<file path="src/rtl/mcu_gpio_pkg.sv">
// mcu_gpio_pkg: register map and limits
// shared by the apb_gpio_v2 peripheral.
package mcu_gpio_pkg;

    localparam int GPIO_MAX_PINS = 32;

    typedef enum logic [3:0] {
        REG_DIR      = 4'h0,
        REG_IN       = 4'h1,
        REG_OUT      = 4'h2,
        REG_OUT_SET  = 4'h3,
        REG_OUT_CLR  = 4'h4,
        REG_INT_EN   = 4'h5,
        REG_INT_LVL  = 4'h6,
        REG_INT_POL  = 4'h7,
        REG_INT_BOTH = 4'h8,
        REG_INT_STAT = 4'h9
    } gpio_reg_e;

    function automatic logic reg_mapped(input logic [3:0] idx);
        return idx <= REG_INT_STAT;
    endfunction

endpackage

</file>
<file path="src/rtl/gpio_sync_edge.sv">
// gpio_sync_edge: pad synchroniser plus one cycle
// of history for rise/fall detection.
module gpio_sync_edge #(
    parameter int WIDTH       = 32,
    parameter int SYNC_STAGES = 2
) (
    input  logic             clk_i,
    input  logic             rst_ni,
    input  logic [WIDTH-1:0] pad,
    output logic [WIDTH-1:0] in_s,
    output logic [WIDTH-1:0] rise,
    output logic [WIDTH-1:0] fall
);

    logic [SYNC_STAGES-1:0][WIDTH-1:0] sync_q;
    logic [WIDTH-1:0]                  in_q;

    // shift pads through the chain, keep last synced value
    always_ff @(posedge clk_i or negedge rst_ni) begin
        if (!rst_ni) begin
            sync_q <= '0;
            in_q   <= '0;
        end else begin
            sync_q <= {sync_q[SYNC_STAGES-2:0], pad};
            in_q   <= sync_q[SYNC_STAGES-1];
        end
    end

    assign in_s = sync_q[SYNC_STAGES-1];
    assign rise = in_s & ~in_q;
    assign fall = ~in_s & in_q;

endmodule

</file>
<file path="src/rtl/apb_gpio_v2.sv">
// apb_gpio_v2: APB GPIO with atomic set/clear
// and per-pin edge/level interrupts.
module apb_gpio_v2
    import mcu_gpio_pkg::*;
#(
    parameter int APB_ADDR_WIDTH = 12,
    parameter int NUM_GPIO       = 32,
    parameter int SYNC_STAGES    = 2
) (
    input  logic                      clk_i,
    input  logic                      rst_ni,
    input  logic [APB_ADDR_WIDTH-1:0] PADDR,
    input  logic [31:0]               PWDATA,
    input  logic                      PWRITE,
    input  logic                      PSEL,
    input  logic                      PENABLE,
    output logic [31:0]               PRDATA,
    output logic                      PREADY,
    output logic                      PSLVERR,
    input  logic [NUM_GPIO-1:0]       gpio_in,
    output logic [NUM_GPIO-1:0]       gpio_out,
    output logic [NUM_GPIO-1:0]       gpio_dir,
    output logic                      interrupt
);

    logic [3:0]               idx;
    logic                     access;
    logic                     mapped;
    logic                     wr_en;
    logic [NUM_GPIO-1:0]      wdata;
    logic [NUM_GPIO-1:0]      dir_q;
    logic [NUM_GPIO-1:0]      out_q;
    logic [NUM_GPIO-1:0]      en_q;
    logic [NUM_GPIO-1:0]      lvl_q;
    logic [NUM_GPIO-1:0]      pol_q;
    logic [NUM_GPIO-1:0]      both_q;
    logic [NUM_GPIO-1:0]      stat_q;
    logic                     irq_q;
    logic [NUM_GPIO-1:0]      in_s;
    logic [NUM_GPIO-1:0]      rise;
    logic [NUM_GPIO-1:0]      fall;
    logic [NUM_GPIO-1:0]      edge_ev;
    logic [NUM_GPIO-1:0]      set;
    logic [NUM_GPIO-1:0]      w1c;
    logic [GPIO_MAX_PINS-1:0] rdata;
    logic                     unused_bits;

    assign idx         = PADDR[5:2];
    assign access      = PSEL & PENABLE;
    assign mapped      = reg_mapped(idx);
    assign wr_en       = access & PWRITE & mapped;
    assign wdata       = PWDATA[NUM_GPIO-1:0];
    assign unused_bits = ^{PADDR, PWDATA};

    gpio_sync_edge #(
        .WIDTH       (NUM_GPIO),
        .SYNC_STAGES (SYNC_STAGES)
    ) u_sync (
        .clk_i  (clk_i),
        .rst_ni (rst_ni),
        .pad    (gpio_in),
        .in_s   (in_s),
        .rise   (rise),
        .fall   (fall)
    );

    // commit APB writes to config and output registers
    always_ff @(posedge clk_i or negedge rst_ni) begin
        if (!rst_ni) begin
            dir_q  <= '0;
            out_q  <= '0;
            en_q   <= '0;
            lvl_q  <= '0;
            pol_q  <= '0;
            both_q <= '0;
        end else if (wr_en) begin
            unique case (1'b1)
                (idx == REG_DIR):      dir_q  <= wdata;
                (idx == REG_OUT):      out_q  <= wdata;
                (idx == REG_OUT_SET):  out_q  <= out_q | wdata;
                (idx == REG_OUT_CLR):  out_q  <= out_q & ~wdata;
                (idx == REG_INT_EN):   en_q   <= wdata;
                (idx == REG_INT_LVL):  lvl_q  <= wdata;
                (idx == REG_INT_POL):  pol_q  <= wdata;
                (idx == REG_INT_BOTH): both_q <= wdata;
                default: ;
            endcase
        end
    end

    // per-pin event: level compare or the selected edge(s)
    always_comb begin
        edge_ev = (both_q & (rise | fall))
                | (~both_q & pol_q & rise)
                | (~both_q & ~pol_q & fall);
        set     = (lvl_q & ~(in_s ^ pol_q)) | (~lvl_q & edge_ev);
        w1c     = '0;
        if (wr_en && idx == REG_INT_STAT) begin
            w1c = wdata;
        end
    end

    // sticky status, a coincident event beats its clear
    always_ff @(posedge clk_i or negedge rst_ni) begin
        if (!rst_ni) begin
            stat_q <= '0;
            irq_q  <= 1'b0;
        end else begin
            stat_q <= (stat_q & ~w1c) | set;
            irq_q  <= |(stat_q & en_q);
        end
    end

    // read mux, unmapped and write-only offsets read 0
    always_comb begin
        rdata = '0;
        unique case (1'b1)
            (idx == REG_DIR):      rdata = 32'(dir_q);
            (idx == REG_IN):       rdata = 32'(in_s);
            (idx == REG_OUT):      rdata = 32'(out_q);
            (idx == REG_INT_EN):   rdata = 32'(en_q);
            (idx == REG_INT_LVL):  rdata = 32'(lvl_q);
            (idx == REG_INT_POL):  rdata = 32'(pol_q);
            (idx == REG_INT_BOTH): rdata = 32'(both_q);
            (idx == REG_INT_STAT): rdata = 32'(stat_q);
            default:               rdata = '0;
        endcase
    end

    assign PRDATA    = (access && mapped) ? rdata : '0;
    assign PSLVERR   = access & ~mapped;
    assign PREADY    = 1'b1;
    assign gpio_out  = out_q;
    assign gpio_dir  = dir_q;
    assign interrupt = irq_q;

endmodule

</file>
<file path="config.mk">
export PLATFORM = sky130hd
export DESIGN_NAME = apb_gpio_v2
export DESIGN_NICKNAME = d
export VERILOG_FILES = /design/src/rtl/mcu_gpio_pkg.sv /design/src/rtl/gpio_sync_edge.sv /design/src/rtl/apb_gpio_v2.sv
export SDC_FILE = /design/constraint.sdc
export NUM_CORES = 1
export LEC_CHECK = 0
export CAP_MARGIN = 25
export CORE_UTILIZATION = 35
export CTS_BUF_LIST = sky130_fd_sc_hd__clkbuf_4
export DETAILED_ROUTE_END_ITERATION = 10
export PLACE_DENSITY = 0.55
export SLEW_MARGIN = 20
export SYNTH_ARGS = -nofsm -noshare
export SYNTH_HDL_FRONTEND = slang
export SYNTH_SLANG_ARGS = --single-unit
</file>
<file path="constraint.sdc">
create_clock -name clk_i -period 1.49 [get_ports clk_i]
set_input_delay 0.149 -clock clk_i [delete_from_list [all_inputs] [get_ports clk_i]]
set_output_delay 0.149 -clock clk_i [all_outputs]
set_load 0.02 [all_outputs]
</file>
-- Word level (Yosys, flattened, before mapping)
Cells that the tools add are included.
W data, S select, Z words.
- order comparisons: 1
- reductions and logical operators: 11
- equality and inequality tests: 9
- bitwise gates (word level): 32
- multiplexer cells: 4
- operators by type and width (operator ; number):
    $and A32 B32 Y32 ; 12
    $not A32 Y32 ; 8
    $pmux W32 S8 ; 1
    $or A32 B32 Y32 ; 6
    $pmux W32 S3 ; 1
    $mux W32 ; 2
    $reduce_or A32 Y1 ; 1
    $xor A32 B32 Y32 ; 1
    $eq A4 B3 Y1 const B ; 4
    $reduce_and A2 Y1 ; 6
    $eq A4 B2 Y1 const B ; 2
    $eq A4 B4 Y1 const B ; 2
    $and A1 B1 Y1 ; 4
    $eq A4 B1 Y1 const B ; 1
    $le A4 B4 Y1 const B ; 1
    $logic_not A4 Y1 ; 1
    $reduce_bool A3 Y1 ; 1
    $logic_and A1 B1 Y1 ; 2
    $not A1 Y1 ; 1
- input port bits: 81
- register bits: 321
- logic and storage cells: 68

-- Depth between registers and ports, before layout
- depth in word-level cells: 9
- gate-level depth with buffers: 6
- gate-level depth less buffers: 6

-- Hierarchy
A second synthesis with hierarchy kept.
- cells, all modules: 1178
- area, all modules: 14579.0 sq um
- modules (own cells, without submodules) (module ; instances ; area each (sq um) ; cells an instance):
    apb_gpio_v2 ; 1 ; 11375.9 ; 986
    gpio_sync_edge ; 1 ; 3203.1 ; 192

-- Worst setup path after synthesis
No wires, ideal clock.
- path kind: input-to-output
- from: in PADDR[3]
- to: out PRDATA[30]
- arrival: 1.634 ns
- cell stages on the path: 5
- path slack: -0.293 ns
- path through: buf_2 > nor4_2 > clkbuf_1 > a22oi_1 > a41oi_1
- longest elaborated chain between the ends: 3
- RTL lines (element ; line ; source):
    from (decl) ; apb_gpio_v2.sv:12 ; input logic [APB_ADDR_WIDTH-1:0] PADDR,
    $eq A4 B4 Y1 (tied with other cells) ; apb_gpio_v2.sv:125 ; (idx == REG_INT_STAT): rdata = 32'(stat_q);
    $pmux W32 S8 or $logic_and A1 B1 Y1 (tied branches) ; apb_gpio_v2.sv:117, apb_gpio_v2.sv:130 ;
    $mux W32 * ; apb_gpio_v2.sv:130 ; assign PRDATA = (access && mapped) ? rdata : '0;
    to (decl) ; apb_gpio_v2.sv:17 ; output logic [31:0] PRDATA,
Every way passes the cells marked *; elsewhere a longest branch is shown, timed or not.

-- Final worst setup path
- from: reg dir_q[31], in the netlist gpio_dir[31]
- to: out PRDATA[31]
- longest elaborated chain between the ends: 2
- RTL lines (element ; line ; source):
    from (decl) ; apb_gpio_v2.sv:31 ; logic [NUM_GPIO-1:0] dir_q;
    from (signal assigned) ; apb_gpio_v2.sv:78 ; (idx == REG_DIR): dir_q <= wdata;
    $pmux W32 S8 ; apb_gpio_v2.sv:117 ; unique case (1'b1)
    $mux W32 ; apb_gpio_v2.sv:130 ;
Every way passes these cells.

==> flow_summary.toml <==
[detailed_routing]
first_pass_iters = 5
routed_via_density = 5.26
antenna_left = 0
drtIter0Drc = 748
routed_wl_um = 52200
vias = 12900
avgRoutedWirePerCell_um = 21.4
drc_errors = 0

[power_and_ir_drop]
p_per_area_nw_per_um2 = 1110
swShare = 0.305
seq_power_share = 0.402
switchingPower_mw = 8.02
ir_drop_mv = 0.752
clkPwrFrac = 0.310
cellInternalPower_mw = 18.2
leakage_nw = 10.5
p_comb_frac = 0.288
power.total_mw = 26.3

[setup_path]
worstPathMaxFanout = 2
crit_arrival_ps = 1810
path_class = "register to output pin"
critPathCaptureType = "output pin"
startpoint_type = "register"
required_ps = 1340

[synth]
synth_edf_count = 0
synth_compound_area_frac = 0.178
synth_fp_nets = 1352
synthCells = 1207
ys_async_sr_fraction = 1.00
synth.area.mux_share = 0.122
synth_top_area_frac = 0.542
netlist_area_sq_um = 14800
synth_xor_area_frac = 0.0189
synth_top_family_by_area = "compound AO/OA/AOI/OAI gates"
synth_ff_type = "dfrtp_1"
synthAdderAreaFrac = 0.0541
synth-simple-area-share = 0.0430
yosys-top-cells-count = "dfrtp_1, mux2_2, a22oi_1"
synth_area_leader_cell = "dfrtp_1"
syn_area_per_cell_sq_um = 12.3
yosysMostFrequentCell = "dfrtp_1"
synthDistinctLibCells = 32
synth-seq-area-share = 0.542
yosysWarnings = 0
synth-seq-cells = 321
synth_area_leaders = "dfrtp_1, mux2_2, a22oi_1, ha_1, a211oi_1"

[final_layout]
area_growth_pct = 59.2
final_nets = 1981
utilization = 0.564
layout-drive-gt1-share = 0.559

[grt]
grt-ovfl-total = 0
grt_usage = 0.240
antenna_found_initial = 3
grt_pass1_vias = 13400
grt_max_degree = 61
grt_pass1_wl_um = 78400

[cts]
cts_buffers = 91
path_clk_slew_ps = 70
htree_num_levels = 3
cts_tree = "done"
worstSkewPairLatency_ps = 800
root_buffer = "clkbuf_4"
cts.path.max_buffers = 3
cts.sinks = 321

[worst_hold_path]
hold_class = "input port to async pin"

[sta]
fin_crit_ps = 1960
worstMarginPinSlew_ps = 683
post-route-period-util = 1.31
slew_headroom = 0.543
finalClockSkew_ps = 63.2
rsz0062_at_grt = "true"
slew_viol_final = 0
setup_ws_ps = -469
setup_viol = 96
fmax_mhz = 510
finalHoldViolations = 0

[floorplan]
dieArea_sq_um = 43200
initial_core_util = 0.354
fp.dieW_um = 208
core_sq_um = 41900
rows = 75
io_pins = 180
fp.dieH_um = 208

[placed_design]
pre_cts_ws_ps = -1180
post-dp-hpwl_um = 33300
portBuffers = 170
place.gp.congestion = 0.819

[job]
drv_cap = 0

[outcome]
outcome = "complete, but fails checks"
violations = "setup timing"
[critical path, cell delays in order, from the launching register on]
cell and delay (ps):
dfrtp_1 390, a22oi_1 210, a41oi_2 200, buf_4 210
[layout make-up]
| type | instances | area [sq um] |
|---|---|---|
| flip-flops and latches | 321 | 8040 |
| diodes | 3 | 7.51 |
| clock buffers | 128 | 961 |
| multi-input cells | 728 | 7600 |
| fillers | 3528 | 18300 |
| well taps | 539 | 674 |
| repair buffers | 597 | 5770 |
| inverters | 97 | 369 |
| clock inverters | 30 | 171 |
[per-layer routing]
metal  wire length, um  vias up  track usage  part of all wire
met5                 0        -            0                 0
met4              1600        0       0.0958             0.031
met2             24600      398        0.386              0.47
met1             23200     6487        0.315              0.44
li1                  -     5853            -                 -
met3              2810      123       0.0495             0.054
[worst paths after layout]
check | start | to | slack [ps] | cells after the start
min in group clk_i | PWDATA[13] | gpio_out[13] | 140 | 3
max | gpio_dir[31] | PRDATA[31] | -470 | 3
min | rst_ni | u_sync.in_q[12] | 20 | 3
min reg2reg | u_sync.sync_q[20] | u_sync.in_s[20] | 330 | 0
max in group asynchronous | rst_ni | stat_q[6] | 150 | 4
max reg2reg | stat_q[5] | interrupt | -190 | 5
[cell usage in the layout, fill, tap and decap left out, types with 3 or more instances in the layout]
cell,n
nor2b_4,11
dfrtp_1,315
nand2_1,66
dfrtp_2,6
buf_2,7
ha_1,38
buf_12,31
a211oi_1,30
a22oi_1,27
clkdlybuf4s50_1,67
clkbuf_4,128
buf_6,164
mux2_2,160
buf_4,287
clkinv_1,20
dlygate4sd3_1,35
a41oi_2,32
ha_4,14
o221ai_1,32
o21ai_0,32
nor2b_1,19
inv_2,16
diode_2,3
a221o_1,32
nand2_2,5
a22oi_2,117
nor3_4,3
a211oi_2,33
nand4_1,4
nor2_4,4
clkinv_2,5
ha_2,12
clkbuf_2,3
inv_1,82
xnor2_1,32
[sequential cells by signal, indices dropped and copies added, names as in the netlist]
signal	flops
both_q	32
stat_q	32
pol_q	32
gpio_out	32
lvl_q	32
gpio_dir	32
u_sync.in_s	32
u_sync.sync_q	32
u_sync.in_q	32
interrupt	1
en_q	32
[through the flow]
| stage | std cells | setup TNS [ps] | cell area (sq um) | hold WS, ps |
|---|---|---|---|---|
| final | 2443 | -17730 | 23600 | 20.0 |
| after global routing | 2443 | -24250 | 23600 | 22.0 |
| after CTS | 2401 | -22320 | 22600 | 61.6 |
| after detailed placement | 2145 | -207440 | 19800 | 29.7 |
| after global placement | 2145 | -201830 | 19800 | 24.2 |
| after floorplan | 1207 | -225 | 15200 | -147 |
[power by group through the flow]
stage	Sequential (mW)	Clock [mW]	Combinational [mW]
floorplan	11.3	0	1.64
global placement	10.5	0	5.98
detailed placement	10.5	0	6.09
CTS	10.5	8.41	7.07
global route	10.7	8.91	8.11
finish	10.6	8.14	7.57
[logic make-up (layout without fill, tap and decap cells)]
family,count (synthesis),in the layout
AO/OA/AOI/OAI,341,341
XOR/XNOR,32,32
adder cells (fa/ha/maj),64,64
buffers and inverters,158,852
flip-flops,321,321
multiplexers,160,160
other,1,4
AND/OR/NAND/NOR,130,130
[what timing repair did]
action                                  4_1_cts  5_1_grt
pin swaps                                    71       73
endpoints found under the setup margin      130      133
endpoints found under the hold margin       353        0
gates resized for setup                     734      198
gates cloned                                  3        1
buffers inserted                             78       57
hold buffers                                 36        0
(Power assumes the default switching activity.)
